===== config.mk =====
export PLATFORM = sky130hd
export DESIGN_NAME = wb_slave_decoder
export DESIGN_NICKNAME = d
export VERILOG_FILES = /design/src/rtl/wb_slave_decoder.sv
export SDC_FILE = /design/constraint.sdc
export NUM_CORES = 1
export LEC_CHECK = 0
export ABC_CLOCK_PERIOD_IN_PS = 2700
export CAP_MARGIN = 0
export CORE_AREA = 2 2 133 135
export DETAILED_ROUTE_END_ITERATION = 8
export DIE_AREA = 0 0 135 137
export GPL_TIMING_DRIVEN = 0
export PLACE_DENSITY = 0.67
export SLEW_MARGIN = 15
export SYNTH_ARGS = -nofsm -noshare
export SYNTH_HDL_FRONTEND = slang
export SYNTH_SLANG_ARGS = --single-unit

===== constraint.sdc =====
create_clock -name clk -period 2.7 [get_ports clk]
set_input_delay 0.405 -clock clk [delete_from_list [all_inputs] [get_ports clk]]
set_output_delay 0.405 -clock clk [all_outputs]
set_load 0.05 [all_outputs]

===== src/rtl/wb_slave_decoder.sv =====
// Wishbone slave-side decoder: routes the granted master to one slave chosen by
// the upper address bits, and terminates unanswered strobes with a one-cycle error.
module wb_slave_decoder #(
  parameter int SLAVES_WIDTH   = 2,
  parameter int ADDRESS_WIDTH  = 32,
  parameter int DATA_WIDTH     = 32,
  parameter int TIMEOUT_CYCLES = 16
) (
  input  logic                                        clk,
  input  logic                                        rst,
  input  logic                                        mCycI,
  input  logic                                        mStbI,
  input  logic                                        mWeI,
  input  logic [ADDRESS_WIDTH-1:0]                    mAdrI,
  input  logic [DATA_WIDTH-1:0]                       mDatI,
  output logic                                        mAckO,
  output logic                                        mErrO,
  output logic [DATA_WIDTH-1:0]                       mDatO,
  output logic [(1<<SLAVES_WIDTH)-1:0]                sCycO,
  output logic [(1<<SLAVES_WIDTH)-1:0]                sStbO,
  output logic                                        sWeO,
  output logic [ADDRESS_WIDTH-1:0]                    sAdrO,
  output logic [DATA_WIDTH-1:0]                       sDatO,
  input  logic [(1<<SLAVES_WIDTH)-1:0]                sAckI,
  input  logic [DATA_WIDTH*(1<<SLAVES_WIDTH)-1:0]     sDatIPacked,
  output logic [7:0]                                  errCount,
  output logic [ADDRESS_WIDTH-1:0]                    errAdr
);

  localparam int SLAVES_COUNT = 1 << SLAVES_WIDTH;

  localparam logic [1:0] IDLE   = 2'd0;
  localparam logic [1:0] ACTIVE = 2'd1;
  localparam logic [1:0] ERROR  = 2'd2;
  localparam logic [1:0] DRAIN  = 2'd3;

  localparam logic [7:0] TIMER_LAST = 8'(TIMEOUT_CYCLES - 1);

  logic [1:0]               state_q, state_d;
  logic [SLAVES_WIDTH-1:0]  sel_q, sel_d;
  logic [7:0]               timer_q, timer_d;
  logic [7:0]               err_count_q, err_count_d;
  logic [ADDRESS_WIDTH-1:0] err_adr_q, err_adr_d;

  logic sel_ack;
  logic stalled;

  assign sel_ack = sAckI[sel_q];
  assign stalled = mStbI & ~sel_ack;

  always_comb begin
    // NOTE: every always_comb target gets a default first so no path can infer a latch.
    state_d     = state_q;
    sel_d       = sel_q;
    timer_d     = timer_q;
    err_count_d = err_count_q;
    err_adr_d   = err_adr_q;

    case (state_q)
      IDLE: begin
        if (mCycI & mStbI) begin
          sel_d   = mAdrI[ADDRESS_WIDTH-1 -: SLAVES_WIDTH];
          timer_d = '0;
          state_d = ACTIVE;
        end
      end
      ACTIVE: begin
        // Cycle drop takes priority over a timeout expiring in the same cycle.
        if (!mCycI) begin
          state_d = IDLE;
        end else if (stalled && timer_q == TIMER_LAST) begin
          state_d     = ERROR;
          err_adr_d   = mAdrI;
          err_count_d = (err_count_q == 8'hFF) ? err_count_q : err_count_q + 8'd1;
        end else if (stalled) begin
          timer_d = timer_q + 8'd1;
        end else begin
          timer_d = '0;
        end
      end
      ERROR:   state_d = mCycI ? DRAIN : IDLE;
      DRAIN:   if (!mCycI) state_d = IDLE;
      default: state_d = IDLE;
    endcase
  end

  // NOTE: sequential state uses non-blocking assignments so all flops update together.
  always_ff @(posedge clk or posedge rst) begin
    if (rst) begin
      state_q     <= IDLE;
      sel_q       <= '0;
      timer_q     <= '0;
      err_count_q <= '0;
      err_adr_q   <= '0;
    end else begin
      state_q     <= state_d;
      sel_q       <= sel_d;
      timer_q     <= timer_d;
      err_count_q <= err_count_d;
      err_adr_q   <= err_adr_d;
    end
  end

  // Slave handshakes are decoded from the registered state, so reset drops them at once.
  always_comb begin
    sCycO = '0;
    sStbO = '0;
    mAckO = 1'b0;
    mErrO = 1'b0;
    case (state_q)
      ACTIVE: begin
        sCycO[sel_q] = mCycI;
        sStbO[sel_q] = mStbI;
        mAckO        = sel_ack & mStbI;
      end
      ERROR:   mErrO = 1'b1;
      default: ;
    endcase
  end

  assign mDatO    = sDatIPacked[DATA_WIDTH*sel_q +: DATA_WIDTH];
  assign sWeO     = mWeI;
  assign sAdrO    = mAdrI;
  assign sDatO    = mDatI;
  assign errCount = err_count_q;
  assign errAdr   = err_adr_q;

endmodule


# Yosys cells after proc, flatten, opt, wreduce, memory -nomap -nowiden
# Cells that the tools add are included.
[classes]
magnitude_cmp = 2
reduce_logical = 9
add_sub_neg = 2
n_bitwise = 7
eq_ne = 10
n_mux = 19
shift = 1
[ops]
columns = ["op", "n"]
rows = [
  ["128-bit by 8-bit variable part select with 32-bit output", 1],
  ["8-bit two-way mux", 4],
  ["8-bit by 1-bit adder with 8-bit output (second input constant)", 2],
  ["8-bit one-hot mux with 2 select lines", 1],
  ["2-bit two-way mux", 5],
  ["4-bit AND", 2],
  ["8-bit by 4-bit == test with 1-bit output (second input constant)", 1],
  ["8-bit == test (second input constant)", 1],
  ["4-bit two-way mux", 2],
  ["2-bit != test (second input constant)", 4],
  ["2-bit one-hot mux with 4 select lines", 1],
  ["4-bit AND reduction", 2],
  ["3-bit AND reduction", 2],
  ["2-bit == test (second input constant)", 2],
  ["1-bit two-way mux", 4],
  ["1-bit AND", 3],
  ["2-bit by 3-bit less-than comparator with 1-bit output (second input constant)", 1],
  ["3-bit != test (second input constant)", 1],
  ["1-bit binary-select mux with 2-bit select", 1],
  ["1-bit demux with 2-bit select", 1],
  ["2-bit by 1-bit == test with 1-bit output (second input constant)", 1],
  ["2-bit by 1-bit >= comparator with 1-bit output (second input constant)", 1],
  ["1-bit logical AND", 2],
  ["2-bit logical NOT", 1],
  ["3 further kinds", 4],
]
[word_totals]
output_inout_bits = 147
in_bits = 201
word_cells = 55
regBits = 52

# Longest topological paths before layout
# Gate-level depths: netlist of the first run.
[depth]
ltp_word = 8
depth_mapped = 7
mapped_depth_nobuf = 5

# Least setup slack after synthesis of the first run
# Ideal clock, no wire load.
[synth_timing]
path_type = "reg2out"
startpoint = "reg sel_q[1]"
endpoint = "out sCycO[0]"
arrival_time_ns = 1.939
required_time_ns = 2.295
stages_incl_launch_ff = 4
path_buffers = 2
slack_ns = 0.356
cell_sequence = "dfrtp_1 > clkbuf_1 > clkbuf_1 > nor3_1"
[synth_via]
elab_chain_cells = 6
word_cells_on_any_way = 7
classes_between = "order compare: 2; mux: 3; bitwise: 1; reduce/logical: 1"
[synth_rtl]
columns = ["item", "line_no", "rtl"]
rows = [
  ["from (decl)", "40", "logic [SLAVES_WIDTH-1:0] sel_q, sel_d;"],
  ["from (signal assigned)", "97", "sel_q <= sel_d;"],
  ["2-bit by 3-bit less-than comparator with 1-bit output (implied by the code) or 2-bit by 1-bit >= comparator with 1-bit output (tied branches)", "112", "sCycO[sel_q] = mCycI;"],
  ["1-bit logical AND (implied by the code)", "112", ""],
  ["1-bit two-way mux (implied by the code)", "112", ""],
  ["1-bit demux with 2-bit select *", "112", ""],
  ["4-bit AND (no line) *", "n/a", ""],
  ["4-bit two-way mux *", "110", "case (state_q)"],
  ["to (decl)", "19", "output logic [(1<<SLAVES_WIDTH)-1:0] sCycO,"],
]
# Mark *: on every way between the ends. The rest lies on a longest branch, timed or not.

# Worst setup path in the final report of the first run
[layout_timing]
startpoint = "reg sel_q[0]"
endpoint = "out mDatO[22]"
[layout_via]
elab_chain_cells = 1
[layout_rtl]
columns = ["item", "line_no", "rtl"]
rows = [
  ["128-bit by 8-bit variable part select with 32-bit output", "121", "assign mDatO = sDatIPacked[DATA_WIDTH*sel_q +: DATA_WIDTH];"],
  ["to (decl)", "18", "output logic [DATA_WIDTH-1:0] mDatO,"],
]
# No other way between the ends.

==> results.cfg, run 1 <==
[clock_network]
post-cts-setup-buffers = 0
cts_buffer_depth = 2
cts_inserted_buffers = 5
cts_hold_buffers = 0
cts_htree_levels = 2
root_buffer = clkbuf_16
path_clk_slew_ns = 0.07
numClockSinks = 52
cts_tree = done
worstSkewPairLatency_ns = 0.29

[floorplanning]
start_util = 0.2075
rows = 48
fp.dieH_um = 137
die_w_um = 135
dieArea_um2 = 18500
core-area_um2 = 17060
ios = 348

[global_routing]
grt_pass1_wl_um = 21720
grt_max_degree = 31
antenna_found_initial = 4
grt_pass1_vias = 3711
grt_overflow_total = 0
grt_usage = 0.1575

[critical_path]
cp-start-kind = flip-flop
cp.arrival_ns = 2.21
rrSetupSlack_ns = 0.19
critPathTopFamily = buffers and inverters
slowest_delay_ns = 0.71
critPathSlowestCell = clkdlybuf4s50_1
endpoint_kind = primary output
worstPathCellList = buf_4, mux4_2, clkdlybuf4s50_1
cp_max_fo = 10
cp_data_required_time_ns = 2.30
critPathBufInv = 2
path_class = reg -> out

[synthesis]
syn_nets = 551
syn_area_um2 = 3540
syn_avg_cell_area_um2 = 10.17
seq_area_frac_synth = 0.3676
yosysWarningCount = 0
synthCells = 348
yosys_register_bits = 52
ys_types = 39

[detailed_routing]
post_drt_via_cell_ratio = 4.223
vias = 3801
drc = 0
drt-pass1-iter-count = 4
wirelength_um = 15700
drtIter0Drc = 103
final_antenna_net_count = 0
routedWlPerCell_um = 17.44

[timing]
min_period_over_period = 0.9696
setup_viol = 0
rsz0062_at_grt = no
finalHoldViolations = 0
slew_violations = 0
fmax_ghz = 0.3820
period_needed_ns = 2.618
slew_headroom = 0.5565
worst_pin_slew_ns = 0.6603
fin_ws_ns = 0.08214
skew_ns = 0.006753

[place]
place_ws_ns = -0.5271
place.gp.congestion = 0.8537
port-buffer-count = 314
hpwlAfterDp_um = 13440
place_inst = 888

[pwr]
ir_drop_uv = 233.0
p_leak_nw = 3.232
total_power_mw = 3.368
power_density_nw_per_um2 = 469.1

[finish]
drive_gt1_frac = 0.2027
fin_nets = 873
post-route-util = 0.4210
instances_no_fill = 900
area_growth_pct = 102.9

[outcome]
status = finished clean

[run]
cap_violations = 0

[hold_path]
hold_class = in -> async
## power breakdown
group	total, mW	internal (mW)	switching [mW]
Sequential	0.798	0.787	0.0110
Combinational	1.66	0.701	0.954
Clock	0.915	0.625	0.290
## worst register-to-register path, stage by stage, from the launching register on
cell and delay (ns):
dfrtp_1 0.42, mux4_2 0.63, or4_1 0.57, buf_2 0.23
nor2_2 0.20, mux2_1 0.34
## cell families after synthesis
group / after synthesis / share of synthesized area
buf+inv: 85 / 0.1598
fa+ha+maj: 2 / 0.007069
mux: 37 / 0.2227
flops: 52 / 0.3676
xor+xnor: 7 / 0.01732
simple gates: 150 / 0.1902
compound gates: 15 / 0.03535
## timing repair
| action | in CTS | in global routing |
|---|---|---|
| pin swaps | 0 | 0 |
| gates resized for setup | 40 | 30 |
| endpoints found under the hold margin | 0 | 0 |
| endpoints found under the setup margin | 39 | 21 |
## layout by cell type, fill, tap and decap left out, types with 3 or more instances in the layout
| master | instances |
|---|---|
| clkdlybuf4s50_1 | 278 |
| nand2_1 | 101 |
| buf_4 | 68 |
| dfrtp_1 | 52 |
| mux4_2 | 33 |
| dlygate4sd2_1 | 18 |
| clkbuf_2 | 14 |
| nor2_1 | 13 |
| clkbuf_1 | 8 |
| dlymetal6s2s_1 | 7 |
| nand3_1 | 5 |
| nor3_1 | 5 |
| clkbuf_16 | 5 |
| diode_2 | 4 |
| a221o_1 | 4 |
| xor2_1 | 4 |
| buf_2 | 3 |
| xnor2_1 | 3 |
| and3_1 | 3 |
| nand2b_1 | 3 |
| mux2_2 | 3 |
| a22o_1 | 3 |
| bufinv_16 | 3 |
## cells in the mapped netlist
library cell,n,area share
mux2_1,1,0.0032
a311oi_1,1,0.0025
nand3b_1,2,0.0042
or4_1,1,0.0021
nand2b_1,3,0.0053
dfrtp_1,52,0.37
nor4b_1,2,0.0049
nor4_2,1,0.0035
xor2_1,4,0.0099
o21a_1,2,0.0042
nor4_1,2,0.0035
a41oi_1,1,0.0025
xnor2_1,3,0.0074
a31oi_1,1,0.0018
buf_1,4,0.0042
a22o_1,3,0.0074
nand4_1,1,0.0018
nor2b_1,2,0.0035
o211a_1,1,0.0028
clkbuf_1,11,0.012
inv_1,3,0.0032
ha_1,2,0.0071
nand3_1,5,0.0071
mux4_2,33,0.21
nand4b_1,2,0.0049
or2_2,1,0.0018
and3_1,3,0.0053
buf_4,65,0.14
or4b_1,1,0.0028
buf_2,2,0.0028
nor3b_1,2,0.0042
nand2_1,101,0.11
nor3_1,5,0.0071
nor4b_2,1,0.0042
a221o_1,4,0.011
or3_1,1,0.0018
nor2_1,14,0.015
mux2_2,3,0.0095
a21oi_1,2,0.0028
## area by class of cell
type | count | area, um^2
sequential | 52 | 1301
inverter | 3 | 11.26
fill | 1719 | 9876
antenna | 4 | 10.01
buffer | 82 | 570.5
timing repair buffer | 315 | 3103
clock inverter | 3 | 90.09
tap | 225 | 281.5
clock buffer | 5 | 125.1
multi-input combinational | 211 | 1688
## final timing paths
| path | depth (start not counted) | end | start |
|---|---|---|---|
| max in group asynchronous | 3 | timer_q[5] | rst |
| hold / removal | 2 | errAdr[17] | rst |
| min in group clk | 2 | errAdr[2] | errAdr[2] |
| setup reg to reg | 5 | errCount[1] | sel_q[0] |
| setup / recovery | 3 | mDatO[22] | sel_q[0] |
| hold reg to reg | 2 | errAdr[2] | errAdr[2] |
## metrics by stage
step,TNS [ns],hold WS (ns),instance area [um^2]
2_1_floorplan,0,0.4914,3540
3_5_place_dp,-18.31,0.4548,6993
6_report,0,0.4587,7181
5_1_grt,0,0.4986,7176
3_3_place_gp,-37.18,0.4492,6964
4_1_cts,0,0.4704,7191
## routing by layer
layer | up-vias | GRT usage | part of all wire
li1 | 1801 | - | -
met1 | 1790 | 0.1760 | 0.37
met2 | 196 | 0.2758 | 0.51
met3 | 14 | 0.06481 | 0.11
met4 | 0 | 0.04572 | 0.018
met5 | - | 0 | 0
## flip-flops by register name, summed over array words and instances (netlist names)
| name | count |
|---|---|
| errAdr | 32 |
| errCount | 8 |
| state_q | 2 |
| timer_q | 8 |
| sel_q | 2 |
Power figures use the tool's default switching activity.
==> run 2: changes to the inputs <==
--- a/config.mk
+++ b/config.mk
@@ -8,6 +8,7 @@
 export ABC_CLOCK_PERIOD_IN_PS = 2700
 export CAP_MARGIN = 0
 export CORE_AREA = 2 2 133 135
+export CTS_CLUSTER_SIZE = 24
 export DETAILED_ROUTE_END_ITERATION = 8
 export DIE_AREA = 0 0 135 137
 export GPL_TIMING_DRIVEN = 0
==> results of run 2 <==
No change in the layout: final DEF, timing and power equal those of run 1.
